File: src/rtl/bram_port_controller.sv
// BRAM port controller: zero-fills the BRAM after reset or clear, then serves
// registered read/write requests through a credit-limited, in-order response FIFO.
module bram_port_controller #(
  parameter int DATA_WIDTH = 8,
  parameter int ADDR_WIDTH = 4,
  parameter int RSP_DEPTH  = 4
) (
  input  logic                  i_CLK,
  input  logic                  i_RST,
  input  logic                  i_CLEAR,
  input  logic                  i_REQ_VALID,
  output logic                  o_REQ_READY,
  input  logic                  i_REQ_WRITE,
  input  logic [ADDR_WIDTH-1:0] i_REQ_ADDRESS,
  input  logic [DATA_WIDTH-1:0] i_REQ_DATA,
  output logic                  o_RSP_VALID,
  input  logic                  i_RSP_READY,
  output logic [DATA_WIDTH-1:0] o_RSP_DATA,
  output logic                  o_WRITE_ENABLE,
  output logic [ADDR_WIDTH-1:0] o_WRITE_ADDRESS,
  output logic [DATA_WIDTH-1:0] o_WRITE_DATA,
  output logic                  o_READ_ENABLE,
  output logic [ADDR_WIDTH-1:0] o_READ_ADDRESS,
  input  logic [DATA_WIDTH-1:0] i_READ_DATA,
  output logic                  o_INIT_DONE
);

  localparam int PW = $clog2(RSP_DEPTH);
  localparam int CW = PW + 1;

  localparam logic [0:0] ST_INIT = 1'b0;
  localparam logic [0:0] ST_RUN  = 1'b1;

  // Extra counter bit marks the cycle after the last zero write.
  localparam logic [ADDR_WIDTH:0] INIT_END = {1'b1, {ADDR_WIDTH{1'b0}}};
  localparam logic [CW:0]         CREDITS  = (CW+1)'(RSP_DEPTH);

  logic [0:0]            state;
  logic [ADDR_WIDTH:0]   init_cnt;
  logic                  rd_stage2;
  logic [CW-1:0]         fifo_count;
  logic [PW-1:0]         wr_ptr;
  logic [PW-1:0]         rd_ptr;
  logic [DATA_WIDTH-1:0] fifo_mem [RSP_DEPTH];
  logic [CW:0]           credit_used;
  logic                  accept;
  logic                  push;
  logic                  pop;

  // Credits cover both buffered responses and reads still in the BRAM pipeline.
  assign credit_used = (CW+1)'(fifo_count) + (CW+1)'(o_READ_ENABLE) + (CW+1)'(rd_stage2);
  assign o_INIT_DONE = (state == ST_RUN);
  assign o_REQ_READY = o_INIT_DONE && (credit_used < CREDITS);
  assign accept      = i_REQ_VALID && o_REQ_READY;
  assign push        = rd_stage2;
  assign o_RSP_VALID = (fifo_count != '0);
  assign pop         = o_RSP_VALID && i_RSP_READY;
  assign o_RSP_DATA  = o_RSP_VALID ? fifo_mem[rd_ptr] : '0;

  always_ff @(posedge i_CLK or posedge i_RST) begin
    if (i_RST) begin
      state           <= ST_INIT;
      init_cnt        <= '0;
      o_WRITE_ENABLE  <= 1'b0;
      o_WRITE_ADDRESS <= '0;
      o_WRITE_DATA    <= '0;
      o_READ_ENABLE   <= 1'b0;
      o_READ_ADDRESS  <= '0;
      rd_stage2       <= 1'b0;
      fifo_count      <= '0;
      wr_ptr          <= '0;
      rd_ptr          <= '0;
    end else begin
      o_WRITE_ENABLE <= 1'b0;
      o_READ_ENABLE  <= 1'b0;
      rd_stage2      <= o_READ_ENABLE;

      if (state == ST_INIT) begin
        if (init_cnt == INIT_END) begin
          state <= ST_RUN;
        end else begin
          o_WRITE_ENABLE  <= 1'b1;
          o_WRITE_ADDRESS <= init_cnt[ADDR_WIDTH-1:0];
          o_WRITE_DATA    <= '0;
          init_cnt        <= init_cnt + 1'b1;
        end
      end else begin
        if (accept) begin
          if (i_REQ_WRITE) begin
            o_WRITE_ENABLE  <= 1'b1;
            o_WRITE_ADDRESS <= i_REQ_ADDRESS;
            o_WRITE_DATA    <= i_REQ_DATA;
          end else begin
            o_READ_ENABLE  <= 1'b1;
            o_READ_ADDRESS <= i_REQ_ADDRESS;
          end
        end
        if (i_CLEAR) begin
          state    <= ST_INIT;
          init_cnt <= '0;
        end
      end

      if (push) wr_ptr <= wr_ptr + 1'b1;
      if (pop)  rd_ptr <= rd_ptr + 1'b1;
      case ({push, pop})
        2'b10:   fifo_count <= fifo_count + 1'b1;
        2'b01:   fifo_count <= fifo_count - 1'b1;
        default: fifo_count <= fifo_count;
      endcase
    end
  end

  always_ff @(posedge i_CLK) begin
    if (push) fifo_mem[wr_ptr] <= i_READ_DATA;
  end

endmodule
File: config.mk
export PLATFORM = sky130hd
export DESIGN_NAME = bram_port_controller
export DESIGN_NICKNAME = d
export VERILOG_FILES = /design/src/rtl/bram_port_controller.sv
export SDC_FILE = /design/constraint.sdc
export NUM_CORES = 1
export LEC_CHECK = 0
export CAP_MARGIN = 30
export CELL_PAD_IN_SITES_DETAIL_PLACEMENT = 1
export CELL_PAD_IN_SITES_GLOBAL_PLACEMENT = 2
export CORE_UTILIZATION = 32
export DETAILED_ROUTE_END_ITERATION = 6
export GPL_TIMING_DRIVEN = 0
export PLACE_DENSITY_LB_ADDON = 0.1
export SLEW_MARGIN = 20
export SYNTH_ARGS = -nofsm -noshare
export SYNTH_HDL_FRONTEND = slang
export SYNTH_SLANG_ARGS = --single-unit
File: constraint.sdc
create_clock -name i_CLK -period 1.91 [get_ports i_CLK]
set_input_delay 0.382 -clock i_CLK [delete_from_list [all_inputs] [get_ports i_CLK]]
set_output_delay 0.382 -clock i_CLK [all_outputs]
set_load 0.02 [all_outputs]
# Yosys cells after proc, flatten, opt, wreduce, memory -nomap -nowiden
# Memory sizes are Yosys's and may differ from the RTL's.
# Index checks and enable logic that the tools add are counted.
# totals
memories,1
register_bits,32
wordCells,61
output_inout_bits,29
latch_bits,0
mem_bits_ro,0
ram_bits,32
# classes
n_eq_ne,7
addsub,7
magnitude_cmp,1
n_reduce_logical,8
muxes,25
n_div,0
n_bitwise,1
mul,0
shifts,0
# mem_list
name,words,width,rd,rd_ports_with_merged_regs,wr,line_no,rtl
fifo_mem,4,8,1,0,1,44,logic [DATA_WIDTH-1:0] fifo_mem [RSP_DEPTH];
# op_table
cell,count
$mux W8,5
$mux W4,4
$mux W5,3
$mux W1,12
$ne A2 B2 Y1 const B,3
$pmux W3 S2,1
$reduce_and A3 Y1,2
$add A5 B1 Y5 const B,1
$eq A5 B5 Y1 const B,1
$add A2 B1 Y2 const B,2
$add A3 B1 Y4,1
$add A4 B1 Y4,1
$lt A4 B3 Y1 const B,1
$add A3 B1 Y3 const B,1
$logic_and A1 B1 Y1,3
$reduce_bool A3 Y1,1
$sub A3 B1 Y3 const B,1
$eq A2 B1 Y1 const B,1
$eq A2 B2 Y1 const B,1
$ne A2 B1 Y1 const B,1
$reduce_and A2 Y1,1
$reduce_bool A2 Y1,1
$not A1 Y1,1

# Longest topological paths before layout
# depth
ltp_word,7
mapped_depth,9
ltp_nobuf,8

# Worst setup path after synthesis
# No wires, ideal clock.
# synth_timing
path_type,register to register
startpoint,register fifo_count[0]
endpoint,register fifo_count[2]
setup_slack_ps,-92
required_time_ps,1785
arrival_ps,1877
synth_period_minus_slack_ps,2002
path_stages_with_launch,10
n_path_buf,1
cell_sequence,dfrtp_1 -> or3_1 -> buf_2 -> and2_1 -> ha_1 -> inv_1 -> fa_1 -> xor2_1 -> nor2_1 -> xor2_1
# synth_via
elab_chain_cells,4
elab_cells_between_ends,8
# synth_rtl
item,line_no,rtl
"start, declared",41,logic [CW-1:0] fifo_count;
"start signal, assigned",107,2'b10: fifo_count <= fifo_count + 1'b1;
"start signal, assigned",108,2'b01: fifo_count <= fifo_count - 1'b1;
"start signal, assigned",109,default: fifo_count <= fifo_count;
$reduce_bool A3 Y1 (*),56,assign o_RSP_VALID = (fifo_count != '0);
named net o_RSP_VALID,16,"output logic o_RSP_VALID,"
$logic_and A1 B1 Y1 (*),57,assign pop = o_RSP_VALID && i_RSP_READY;
$eq A2 B1 Y1 or $eq A2 B2 Y1 (tied branches),106,"case ({push, pop})"
$pmux W3 S2 or $reduce_bool A2 Y1 (tied branches),--,
# Mark *: on every way through the listed nets, which the timed path passes. The rest lies on a longest branch.
# A chain may end at the register's enable or synchronous reset.

# Final worst setup path
# layout_timing
startpoint,register rd_ptr[0]
endpoint,output o_RSP_DATA[5]
# layout_via
elab_chain_cells,2
# layout_rtl
item,line_no,rtl
"start, declared",43,logic [PW-1:0] rd_ptr;
"start signal, assigned",105,if (pop) rd_ptr <= rd_ptr + 1'b1;
$mem_v2 Z4 W8,--,
$mux W8,58,assign o_RSP_DATA = o_RSP_VALID ? fifo_mem[rd_ptr] : '0;
"end, declared",18,"output logic [DATA_WIDTH-1:0] o_RSP_DATA,"
# No other way between the ends.

==> impl_metrics.ini <==
[global_routing]
grt_pass1_wl_um = 9200
antenna_found_initial = 0
grt_max_degree = 33
overflow = 0
grt_usage_pct = 14.4
grt_pass1_vias = 1672

[logic_synthesis]
yosysTopAreaCellShare_pct = 35.1
ys_warn_count = 0
syn-instance-count = 177
ys_ff_latch = 64
synth_top_area_cell = edfxtp_1
synth-async-reset-ratio_pct = 50.0
avgSynthCellArea_um2 = 15.5
ys_seq_area_share_pct = 64.3
ys_types = 33
synthTopCellsByArea = edfxtp_1 (35%), dfrtp_1 (29%), mux4_2 (6.6%), ha_1 (3.7%), and2_1 (3.0%)
synth-main-ff-cell = edfxtp_1
synth_area_mm2 = 0.00274
syn_nets = 212
synth_edf_count = 32

[timing]
rsz0062_at_grt = true
setup_viol = 14
fin_crit_ns = 2.04
period_share_pct = 107
tightestPinTransition_ns = 0.689
setup_slack_ns = -0.129
fin_skew_ns = 0.0109
finalHoldViolCount = 0
drv_slew = 0
fmax_ghz = 0.490
slew_headroom_pct = 54.0

[critical_path]
arrival_ns = 1.66
crit_type = reg2out
crit_path_end_kind = primary output
cp-start-kind = flop
cp_max_fo = 5
crit_required_ns = 1.53

[pwr]
powerDensity_mw_per_mm2 = 1380
p_int_w = 0.00353
ir_worst_vdd_uv = 658
combPwrFrac_pct = 44.0
clockPowerShare_pct = 19.8
switchingPower_w = 0.00172
power_w = 0.00524
p_leak_nw = 1.55
pwr-share-seq_pct = 36.2
netSwitchingFraction_pct = 32.7

[place]
dp_hpwl_um = 3790
gp_congestion = 0.726
port_buffers = 54
place_inst = 336

[clocking]
cts_sinks = 64
cts_max_level = 3
clkTransAtPathRegs_ns = 0.07
cts_root_buf = clkbuf_8
cts-buffers-inserted = 9
clockBufferDepth = 2
clk-insertion-delay-late_ns = 0.33
cts_tree = built

[status]
outcome = finished with violations
violations = setup timing

[die]
coreArea_mm2 = 0.00826
dieWidth_um = 94.5
dieArea_mm2 = 0.00893
start_util_pct = 33.2
row_count = 33
die_h_um = 94.5
top_level_ports = 55

[finish]
fin_nets = 288
drive_gt1_share_pct = 35.3
fin_cells = 363
area_growth_pct = 38.5
antenna_cells = 0

[route]
dr.pass1.iters = 4
wl_um = 5740
vias_per_cell = 4.54
ant_nets = 0
drt_iter0_markers = 28
drt-wirelength-per-cell_um = 15.8
drcViolationCount = 0
num_vias = 1648

[worst_hold_path]
hp-class = reg2reg

[run]
drv_cap = 0
-- path summary, 6_finish.rpt --
| kind | from | to | slack (ns) | cells after the start |
|---|---|---|---|---|
| setup / recovery | rd_ptr[0] | o_RSP_DATA[5] | -0.13 | 4 |
| hold / removal | o_READ_ENABLE | push | 0.43 | 0 |
| setup reg to reg | fifo_count[0] | fifo_count[2] | -0.08 | 9 |
| hold reg to reg | o_READ_ENABLE | push | 0.43 | 0 |
| max in group asynchronous | i_RST | push | 0.94 | 2 |
| min in group asynchronous | i_RST | o_WRITE_DATA[2] | 0.48 | 2 |
-- Yosys cell counts (4+ instances only) --
cell type,instances
mux4_2,8
xor2_1,5
nand2_1,12
ha_1,8
dfrtp_1,32
a22o_2,8
mux2_1,4
edfxtp_1,32
nand3_1,5
o21ai_0,5
and2_1,13
mux2_2,4
inv_1,12
-- sequential cells by signal, indices dropped and copies added (netlist names), 2 cells and up --
name,cells
init_cnt,5
rd_ptr,2
o_WRITE_DATA,8
fifo_mem,32
o_READ_ADDRESS,4
wr_ptr,2
o_WRITE_ADDRESS,4
fifo_count,3
-- stage by stage --
step	util [%]	setup TNS, ns	area, µm²	hold slack (ns)	setup slack [ns]
global placement	41.6	-6.84	3430	0.412	-0.359
detailed placement	41.6	-4.42	3430	0.411	-0.388
finish	45.9	-1.11	3790	0.426	-0.129
CTS	45.7	-1.39	3770	0.435	-0.175
global route	45.9	-1.91	3790	0.445	-0.174
floorplan	-	0	2760	0.457	0.0160
-- routing by layer --
metal  GRT usage, %  part of all wire (%)  vias to the layer above
li1               -                     -                      784
met4           6.44                   1.2                        0
met5              0                     0                        -
met1           20.9                    49                      819
met2           20.5                    46                       39
met3           3.46                   3.8                        6
-- kinds of logic after synthesis --
group           after synthesis  synth area share (%)
flops                        64                  64.3
simple gates                 36                  7.17
compound gates               21                  6.85
buf+inv                      20                  3.56
mux                          19                  11.1
fa+ha+maj                     9                  4.39
xor+xnor                      8                  2.56
-- layout make-up --
| class | count | area (µm²) |
|---|---|---|
| inverter | 12 | 45.0 |
| clock buffer | 13 | 159 |
| sequential | 64 | 1760 |
| tap | 105 | 131 |
| timing repair buffer | 66 | 652 |
| clock inverter | 3 | 16.3 |
| buffer | 7 | 65.1 |
| fill | 849 | 4460 |
| multi-input combinational | 93 | 961 |
-- worst max-delay path: stages, from the launching register on --
cell and delay [ns]:
dfrtp_2 0.41, buf_8 0.14, mux4_2 0.51, and2_4 0.15, buf_6 0.12
-- cells in the final DEF, fill, tap and decap left out, types with 3 or more instances in the layout --
| cell | n |
|---|---|
| buf_6 | 12 |
| ha_1 | 6 |
| xnor2_1 | 3 |
| clkbuf_1 | 3 |
| inv_1 | 10 |
| clkbuf_8 | 11 |
| a22o_2 | 8 |
| and2_1 | 4 |
| mux2_4 | 5 |
| mux4_2 | 8 |
| dfrtp_1 | 30 |
| o21ai_0 | 5 |
| clkdlybuf4s50_1 | 44 |
| and2_4 | 9 |
| mux2_2 | 4 |
| xor2_1 | 5 |
| buf_4 | 13 |
| nand2_1 | 12 |
| edfxtp_1 | 32 |
| nand3_1 | 5 |
-- power by group through the flow --
stage / logic [W] / clock network (W) / registers [W]
3_3_place_gp: 0.00196 / 0 / 0.00188
2_1_floorplan: 0.00113 / 0 / 0.00197
6_report: 0.00231 / 0.00104 / 0.00190
4_1_cts: 0.00233 / 0.00107 / 0.00190
5_1_grt: 0.00250 / 0.00113 / 0.00193
3_5_place_dp: 0.00199 / 0 / 0.00188
-- timing repair --
| action | in CTS | in global routing |
|---|---|---|
| buffers inserted | 9 | 2 |
| pin swaps | 16 | 3 |
| endpoints found under the setup margin | 25 | 17 |
| resized for setup | 73 | 9 |
| gates cloned | 2 | 0 |
| hold buffers | 0 | 0 |
(Power assumes the default switching activity.)
